===== src/rtl/dac_7311_tx.sv =====
// rtl/dac_7311_tx.sv - dual-channel DAC7311-style serial transmitter
// Optional frame counter output enabled by defining DAC_FRAME_CNT_EN.
module dac_7311_tx #(
    parameter int DAC_LENGTH = 12,
    parameter int FRAME_BITS = 16,
    parameter int HALF_DIV   = 5,
    parameter int GAP_CYCLES = 4
) (
    input  logic                  CLK100MHz,
    input  logic                  ARESETN,
    input  logic                  in_valid,
    output logic                  in_ready,
    input  logic [DAC_LENGTH-1:0] dac0,
    input  logic [DAC_LENGTH-1:0] dac1,
    input  logic [1:0]            pd_mode,
    output logic                  sync_n,
    output logic                  sclk,
    output logic                  sdo0,
    output logic                  sdo1,
    output logic                  done
`ifdef DAC_FRAME_CNT_EN
    ,
    output logic [31:0]           frame_cnt
`endif
);

    localparam int PAD   = FRAME_BITS - 2 - DAC_LENGTH;
    localparam int DIV_W = (HALF_DIV > 1) ? $clog2(HALF_DIV) : 1;
    localparam int BIT_W = (FRAME_BITS > 1) ? $clog2(FRAME_BITS) : 1;
    localparam int GAP_W = (GAP_CYCLES > 1) ? $clog2(GAP_CYCLES) : 1;

    typedef enum logic [1:0] {IDLE, SETUP, SHIFT, GAP} state_t;

    state_t                state_q;
    logic [DIV_W-1:0]      div_q;
    logic [BIT_W-1:0]      bit_q;
    logic [GAP_W-1:0]      gap_q;
    logic [FRAME_BITS-1:0] frame0_q, frame1_q;
    logic [FRAME_BITS-1:0] frame0_d, frame1_d;
    logic                  in_ready_q, sync_n_q, sclk_q, sdo0_q, sdo1_q, done_q;
    logic                  div_last, bit_last, gap_last;
    logic [BIT_W-1:0]      nxt_idx;

    // {pd_mode, code, zero padding}, MSB shifted first
    assign frame0_d = FRAME_BITS'({pd_mode, dac0}) << PAD;
    assign frame1_d = FRAME_BITS'({pd_mode, dac1}) << PAD;

    assign div_last = (div_q == DIV_W'(HALF_DIV - 1));
    assign bit_last = (bit_q == BIT_W'(FRAME_BITS - 1));
    assign gap_last = (gap_q == GAP_W'(GAP_CYCLES - 1));
    assign nxt_idx  = BIT_W'(FRAME_BITS - 2) - bit_q;

    always_ff @(posedge CLK100MHz or negedge ARESETN) begin
        if (!ARESETN) begin
            state_q    <= IDLE;
            div_q      <= '0;
            bit_q      <= '0;
            gap_q      <= '0;
            frame0_q   <= '0;
            frame1_q   <= '0;
            in_ready_q <= 1'b0;
            sync_n_q   <= 1'b1;
            sclk_q     <= 1'b1;
            sdo0_q     <= 1'b0;
            sdo1_q     <= 1'b0;
            done_q     <= 1'b0;
        end else begin
            done_q <= 1'b0;
            case (state_q)
                IDLE: begin
                    in_ready_q <= 1'b1;
                    if (in_valid && in_ready_q) begin
                        frame0_q   <= frame0_d;
                        frame1_q   <= frame1_d;
                        sdo0_q     <= frame0_d[FRAME_BITS-1];
                        sdo1_q     <= frame1_d[FRAME_BITS-1];
                        sync_n_q   <= 1'b0;
                        sclk_q     <= 1'b1;
                        in_ready_q <= 1'b0;
                        div_q      <= '0;
                        state_q    <= SETUP;
                    end
                end
                SETUP: begin
                    if (div_last) begin
                        div_q   <= '0;
                        bit_q   <= '0;
                        sclk_q  <= 1'b0;
                        state_q <= SHIFT;
                    end else begin
                        div_q <= div_q + DIV_W'(1);
                    end
                end
                SHIFT: begin
                    if (!div_last) begin
                        div_q <= div_q + DIV_W'(1);
                    end else begin
                        div_q <= '0;
                        if (!sclk_q) begin
                            // rising sclk: present the next bit for the following falling edge
                            sclk_q <= 1'b1;
                            if (!bit_last) begin
                                sdo0_q <= frame0_q[nxt_idx];
                                sdo1_q <= frame1_q[nxt_idx];
                            end
                        end else if (bit_last) begin
                            sync_n_q <= 1'b1;
                            sdo0_q   <= 1'b0;
                            sdo1_q   <= 1'b0;
                            done_q   <= 1'b1;
                            gap_q    <= '0;
                            bit_q    <= '0;
                            state_q  <= GAP;
                        end else begin
                            sclk_q <= 1'b0;
                            bit_q  <= bit_q + BIT_W'(1);
                        end
                    end
                end
                GAP: begin
                    if (gap_last) begin
                        gap_q      <= '0;
                        in_ready_q <= 1'b1;
                        state_q    <= IDLE;
                    end else begin
                        gap_q <= gap_q + GAP_W'(1);
                    end
                end
                default: state_q <= IDLE;
            endcase
        end
    end

`ifdef DAC_FRAME_CNT_EN
    logic [31:0] frame_cnt_q;

    always_ff @(posedge CLK100MHz or negedge ARESETN) begin
        if (!ARESETN) begin
            frame_cnt_q <= '0;
        end else if (done_q) begin
            frame_cnt_q <= frame_cnt_q + 32'd1;
        end
    end

    assign frame_cnt = frame_cnt_q;
`endif

    assign in_ready = in_ready_q;
    assign sync_n   = sync_n_q;
    assign sclk     = sclk_q;
    assign sdo0     = sdo0_q;
    assign sdo1     = sdo1_q;
    assign done     = done_q;

endmodule

===== config.mk =====
export PLATFORM = sky130hd
export DESIGN_NAME = dac_7311_tx
export DESIGN_NICKNAME = d
export VERILOG_FILES = /design/src/rtl/dac_7311_tx.sv
export SDC_FILE = /design/constraint.sdc
export NUM_CORES = 1
export LEC_CHECK = 0
export BUFFER_PORTS_ARGS = -buffer_cell sky130_fd_sc_hd__buf_2
export CAP_MARGIN = 20
export CORE_MARGIN = 3
export CORE_UTILIZATION = 45
export DETAILED_ROUTE_END_ITERATION = 12
export PLACE_DENSITY = 0.66
export SYNTH_ARGS = -nofsm -noshare
export SYNTH_HDL_FRONTEND = slang
export SYNTH_SLANG_ARGS = --single-unit

===== constraint.sdc =====
create_clock -name CLK100MHz -period 3.9 [get_ports CLK100MHz]
set_clock_uncertainty 0.15 [all_clocks]
set_input_delay 0.195 -clock CLK100MHz [delete_from_list [all_inputs] [get_ports CLK100MHz]]
set_output_delay 0.195 -clock CLK100MHz [all_outputs]
set_load 0.01 [all_outputs]

==> impl_metrics.yaml, run 1 <==
grt:
  grt_pass1_vias: 1655
  track_usage: 0.156
  antenna_found_initial: 0
  grt_pass1_wl_um: 7500
  grt_max_degree: 44
  grt_overflow: 0
floorplanning:
  ios: 35
  num_rows: 25
  initial_core_util: 0.469
  die_y_um: 76.6
  die_area_um2: 5870
  core-area_um2: 4790
  die_w_um: 76.6
route:
  firstDrtPassIters: 4
  drc: 0
  drt_iter0_markers: 117
  num_vias: 1631
  post_drt_wl_per_cell_um: 13.9
  routed_wl_um: 4330
  via_per_inst: 5.23
  ant_nets: 0
finish:
  n_antenna_cell: 0
  nFillCells: 397
  final_layout_size_suffix_gt1_frac: 0.327
  nets: 284
  syn_to_final_growth_pct: 25.4
  stdcell_count: 312
place:
  place.gp.congestion: 0.756
  port_buffers: 34
  dp_hpwl_um: 3050
  dp.cells: 279
worst_setup_path:
  cp.depth: 5
  setup.worst_path.start: "bit_q[0]"
  cp_top_family: "adder cells"
  crit_required_ps: 3890
  r2r_cells: 5
  endpoint: "sdo1"
  crit_path_end_kind: "flop"
  arrival_ps: 2550
  path_buf_inv: 0
  path_max_fanout: 15
  critPathKind: "flop to flop"
  rrSetupSlack_ps: 1340
  path_cells: "ha_1, mux2i_1, nor3_1, a2111oi_0, o311ai_1"
  crit_slowest_cell: "ha_1"
  start_kind: "flop"
  timing.rr.end: "sdo1"
  reg2reg_from: "bit_q[0]"
  cp_slowest_stage_delay_ps: 720
clocking:
  cts_htree_levels: 2
  cts_buffers: 5
  clk_pin_slew_worst_paths_ps: 80
  cts_tree: "built"
  clock-root-buffer: "clkbuf_8"
  cts_setup_buffers: 0
  ctsResizeCount: 0
  cts.sinks: 43
  cts_hold_buffers: 26
  clockBufferDepth: 2
  clkLatencyLatePin_ps: 290
run:
  cap_violations: 0
timing:
  tns_ps: 0
  slew_headroom: 0.383
  min_period_ps: 2560
  worst_pin_slew_ps: 926
  rsz0062_at_grt: "no"
  fmax_mhz: 391
  fin_crit_sh: 0.656
  hold_viol: 0
  setup-violations-final: 0
  final_max_slew_viol_count: 0
synthesis:
  ys_types: 43
  syn-cell-area_um2: 2240
  synth_fp_nets: 223
  postSynth.asyncResetShare: 1.00
  synth_area_leaders: "dfrtp_1, mux2_2, ha_1"
  ys_seq_elements: 43
  postSynthAreaPerCell_um2: 12.2
  synth_commonest_cells: "dfrtp_1, mux2_2, ha_1, nand2_1, mux2i_1"
  yosys_warnings: 0
  synth_top_area_frac: 0.457
  ys.flop_type: "dfrtp_1"
  netlist_instances: 184
  yosysMostFrequentCell: "dfrtp_1"
  synth_area_leader_cell: "dfrtp_1"
  synth_edf_count: 0
  yosysSeqAreaShare: 0.481
outcome:
  status: "finished, final reports clean"
power_and_ir_drop:
  power.density_nw_per_um2: 272
  peakVddDrop_mv: 0.174
  p_leak_nw: 1.36
  pwr-share-clk: 0.361
  pwr-share-comb: 0.055
  intPower_uw: 611
  seq_power_share: 0.583
  power_switching_uw: 153
  power.share.switching: 0.200
min_path:
  hold_path_class: "input port to flop"
  hold_depth: 2
metrics by stage:
stage / hold slack (ps) / area [µm²] / power [mW] / util / setup slack (ps)
final: 16.8 / 2810 / 0.764 / 0.588 / 1340
after global routing: 12.6 / 2810 / 0.801 / 0.588 / 1170
after CTS: 7.79 / 2810 / 0.779 / 0.588 / 1330
after detailed placement: 255 / 2460 / 0.477 / 0.515 / 1350
after global placement: 244 / 2460 / 0.477 / 0.515 / 1300
after floorplan: -251 / 2240 / 0.455 / - / 1980
area by class of cell:
class / instances / area (µm²) / share of cell area
clock inverters: 1 / 5.00 / 0.00178
flip-flops and latches: 43 / 1080 / 0.383
clock buffers: 6 / 82.6 / 0.0294
well taps: 67 / 83.8 / 0.0298
repair buffers: 61 / 438 / 0.156
inverters: 6 / 22.5 / 0.00801
multi-input cells: 128 / 1100 / 0.392
power groups by stage:
stage          Combinational, mW  Sequential [mW]  Clock [mW]
2_1_floorplan           0.000293            0.454           0
3_3_place_gp              0.0230            0.454           0
3_5_place_dp              0.0231            0.454           0
4_1_cts                   0.0429            0.446       0.291
5_1_grt                   0.0472            0.446       0.308
6_report                  0.0423            0.446       0.276
kinds of logic (layout without fill, tap and decap cells):
family                   count (synthesis)  count (layout)  share of synthesized area
AO/OA/AOI/OAI                           30              30                      0.103
XOR/XNOR                                 4               4                     0.0190
flip-flops                              43              43                      0.481
adder cells (fa/ha/maj)                 10              10                     0.0558
AND/OR/NAND/NOR                         43              43                      0.103
buffers and inverters                   13              74                     0.0279
multiplexers                            41              41                      0.211
how the worst min path moves through the flow:
stage / start / end / slack, ps
after detailed placement: ARESETN / div_q[1] / 260
after CTS: pd_mode[1] / frame0_q[15] / 8
final: pd_mode[1] / frame0_q[15] / 20
after global routing: pd_mode[1] / frame0_q[15] / 10
after global placement: ARESETN / gap_q[0] / 240
after floorplan: ARESETN / bit_q[0] / -250
cells in the final DEF, fill, tap and decap left out, types with 2 or more instances in the layout:
master / synthesis / layout
ha_1: 10 / 10
xnor2_1: 2 / 2
nand3_1: 3 / 3
nor2b_1: 3 / 3
nand2b_1: 3 / 3
o21ai_0: 5 / 5
buf_2: 5 / 34
inv_1: 6 / 6
dfrtp_1: 41 / 41
a211oi_1: 2 / 2
mux2_2: 30 / 30
dlygate4sd3_1: 0 / 26
and2_1: 2 / 2
nor3_1: 6 / 6
a32o_1: 2 / 2
nor3b_1: 2 / 2
a22o_1: 2 / 2
dfstp_2: 2 / 2
clkbuf_8: 0 / 6
a21oi_1: 3 / 3
nand2_1: 10 / 10
nand4_1: 2 / 2
o21a_1: 3 / 3
a221o_1: 2 / 2
nor2_1: 7 / 7
mux2i_1: 9 / 9
mux4_2: 2 / 2
o311ai_1: 2 / 2
o311ai_0: 2 / 2
sequential cells by signal, summed over array words and instances (netlist names), 2 cells and up:
register / flops
bit_q: 4
gap_q: 2
frame0_q: 13
state_q: 2
div_q: 3
frame1_q: 13
routing by layer:
layer | GRT usage | vias up | share of wire
met5 | 0 | - | 0
met4 | 0.0435 | 0 | 0.0092
met3 | 0.0378 | 6 | 0.038
met2 | 0.261 | 29 | 0.47
met1 | 0.202 | 799 | 0.48
li1 | - | 797 | -
Note: power is estimated with default switching activity, not from simulation.
==> inputs of run 2 (changes only) <==
--- a/config.mk
+++ b/config.mk
@@ -5,6 +5,7 @@
 export SDC_FILE = /design/constraint.sdc
 export NUM_CORES = 1
 export LEC_CHECK = 0
+export ABC_AREA = 1
 export BUFFER_PORTS_ARGS = -buffer_cell sky130_fd_sc_hd__buf_2
 export CAP_MARGIN = 20
 export CORE_MARGIN = 3
==> constraint.sdc (replaced) <==
create_clock -name CLK100MHz -period 2.45 [get_ports CLK100MHz]
set_clock_uncertainty 0.15 [all_clocks]
set_input_delay 0.1225 -clock CLK100MHz [delete_from_list [all_inputs] [get_ports CLK100MHz]]
set_output_delay 0.1225 -clock CLK100MHz [all_outputs]
set_load 0.01 [all_outputs]
==> run 2 against run 1 <==
Combinational power grew to 34 times the previous value. Wire length is 17% higher. Synthesized cell count is 57% higher. Sequential power grew to 2.7 times the previous value. Cell area is 2.1% higher. Flip-flop and latch count stayed put. Sequential share of layout area is 0.79 points lower. Register-to-register slack worse by 900 ps. Clock-buffer cell count is 1 lower. Critical path depth is 1 higher. First-iteration DRC count is 2.6% lower. Non-clock buffer count is 2 higher. Critical path type unchanged. Largest power group is now combinational logic.
==> impl_metrics.yaml, run 2 <==
clocking:
  cts_hold_buffers: 27
  clock-root-buffer: "clkbuf_8"
  cts_setup_buffers: 0
  clk_pin_slew_worst_paths_ps: 80
  cts.sinks: 43
  cts_htree_levels: 2
  clockBufferDepth: 2
  clkLatencyLatePin_ps: 300
  ctsResizeCount: 0
  cts_tree: "built"
  cts_buffers: 5
route:
  drt_iter0_markers: 114
  routed_wl_um: 5050
  num_vias: 2033
  via_per_inst: 4.86
  ant_nets: 0
  drc: 0
  firstDrtPassIters: 4
  post_drt_wl_per_cell_um: 12.1
synthesis:
  synth_top_area_frac: 0.450
  synth_edf_count: 0
  yosysMostFrequentCell: "nand2_1"
  synthMuxAreaShare: 0
  netlist_instances: 289
  synth-xor-area-share: 0.00384
  synth_area_leader_cell: "dfrtp_1"
  ys_seq_elements: 43
  postSynthAreaPerCell_um2: 7.89
  yosysSeqAreaShare: 0.473
  synth-simple-area-share: 0.347
  synth_compound_area_frac: 0.0593
  synth_commonest_cells: "nand2_1, dfrtp_1, nand3_1"
  postSynth.asyncResetShare: 1.00
  ys_types: 29
  synth_fp_nets: 328
  synth_area_leaders: "dfrtp_1, nand2_1, nand3_1"
  syn-cell-area_um2: 2280
  synth_top_family_by_area: "simple AND/OR/NAND/NOR gates"
  ys.flop_type: "dfrtp_1"
  synth_adder_area_share: 0.0549
  yosys_warnings: 0
worst_setup_path:
  start_kind: "flop"
  critPathKind: "flop to flop"
  timing.rr.end: "frame1_q[4]"
  arrival_ps: 2040
  rrSetupSlack_ps: 450
  path_max_fanout: 26
  r2r_cells: 6
  crit_required_ps: 2480
  crit_path_end_kind: "flop"
  reg2reg_from: "state_q[0]"
power_and_ir_drop:
  peakVddDrop_mv: 0.480
  power.density_nw_per_um2: 1110
  p_leak_nw: 1.47
timing:
  min_period_ps: 2000
  setup-violations-final: 0
  rsz0062_at_grt: "no"
  tns_ps: 0
  fmax_mhz: 499
  slew_headroom: 0.368
  final_max_slew_viol_count: 0
  hold_viol: 0
  fin_crit_sh: 0.818
  worst_pin_slew_ps: 948
min_path:
  worstHoldEndpoint: "in_ready"
  hold_depth: 4
  hold_path_class: "input port to flop"
  min_from: "in_valid"
finish:
  syn_to_final_growth_pct: 26.0
  nets: 389
  reg.largest.list: "frame0_q x13, frame1_q x13, bit_q x4"
  final_cell_mix: "nand2_1, dfrtp_1, nand3_1, buf_2, dlygate4sd3_1"
  stdcell_count: 418
  final_layout_size_suffix_gt1_frac: 0.179
  mostFrequentLayoutCell: "nand2_1"
  stdcell_area_um2: 2870
  n_antenna_cell: 0
  nFillCells: 472
floorplanning:
  die_w_um: 77.2
  core-area_um2: 4820
  ios: 35
  die_y_um: 77.2
  die_area_um2: 5960
  num_rows: 25
  initial_core_util: 0.473
grt:
  grt_overflow: 0
  grt_max_degree: 44
  grt_pass1_vias: 1980
  grt_pass1_wl_um: 8950
  antenna_found_initial: 0
  track_usage: 0.186
place:
  dp.cells: 383
  placed_cell_area_um2: 2490
  port_buffers: 34
  place.gp.congestion: 0.824
  dp_hpwl_um: 3410
run:
  cap_violations: 0
outcome:
  status: "finished, final reports clean"
==> run 2: cell types whose count changed in the layout (fill, tap and decap cells not counted), moves of 4 or more <==
cell	delta
mux2i_1	-9
inv_1	+10
o21ai_0	+4
nand2_1	+114
mux2_2	-30
nor3_1	-5
nor2_1	+4
nand3_1	+34
o21ai_2	+4
==> run 2: power breakdown <==
group          leakage, nW  internal (mW)  switching (mW)  total, mW
Sequential           0.540           1.01           0.178       1.19
Clock               0.0581          0.304           0.249      0.553
Combinational        0.870          0.553           0.890       1.44
Total                 1.47           1.87            1.32       3.19
==> run 2: worst max-delay path: stages (launching register included) <==
cell	delay (ps)
dfrtp_1	400
inv_1	110
ha_1	260
nand3_2	100
clkinv_1	570
nand2_1	230
nand2_1	70
==> run 2: per-stage QoR <==
stage	utilization	setup WS (ps)	hold WS, ps	power [mW]
finish	0.596	446	54.3	3.19
global route	0.596	188	85.2	3.49
CTS	0.596	381	44.8	3.21
detailed placement	0.517	388	168	2.61
global placement	0.517	455	166	2.58
floorplan	-	819	-323	2.29
==> run 2: cell type report <==
type | instances | area (µm²) | share of cell area
Tap cell | 67 | 83.8 | 0.0292
Inverter | 21 | 80.1 | 0.0279
Clock inverter | 3 | 43.8 | 0.0153
Timing Repair Buffer | 63 | 455 | 0.159
Sequential cell | 43 | 1080 | 0.376
Clock buffer | 5 | 68.8 | 0.0240
Multi-Input combinational cell | 216 | 1060 | 0.370
==> run 2: how the worst max path moves through the flow <==
stage / startpoint / end / slack, ps / cells past startpoint
after floorplan: state_q[0] / sdo0 / 820 / 8
after global placement: state_q[0] / frame0_q[4] / 450 / 6
after detailed placement: state_q[0] / frame1_q[11] / 390 / 6
after CTS: state_q[0] / frame1_q[4] / 380 / 6
after global routing: state_q[1] / frame0_q[3] / 190 / 6
final: state_q[0] / frame1_q[4] / 450 / 6
==> run 2: per-layer routing <==
metal / wire [µm] / vias to the layer above / GRT usage / part of all wire
li1: - / 1040 / - / -
met1: 2500 / 949 / 0.246 / 0.49
met2: 2350 / 37 / 0.301 / 0.47
met3: 125 / 7 / 0.0458 / 0.025
met4: 70 / 0 / 0.0569 / 0.014
met5: 0 / - / 0 / 0
==> run 2: cell families after synthesis <==
logic type	after synthesis
buf+inv	30
simple gates	183
compound gates	22
fa+ha+maj	10
flops	43
xor+xnor	1
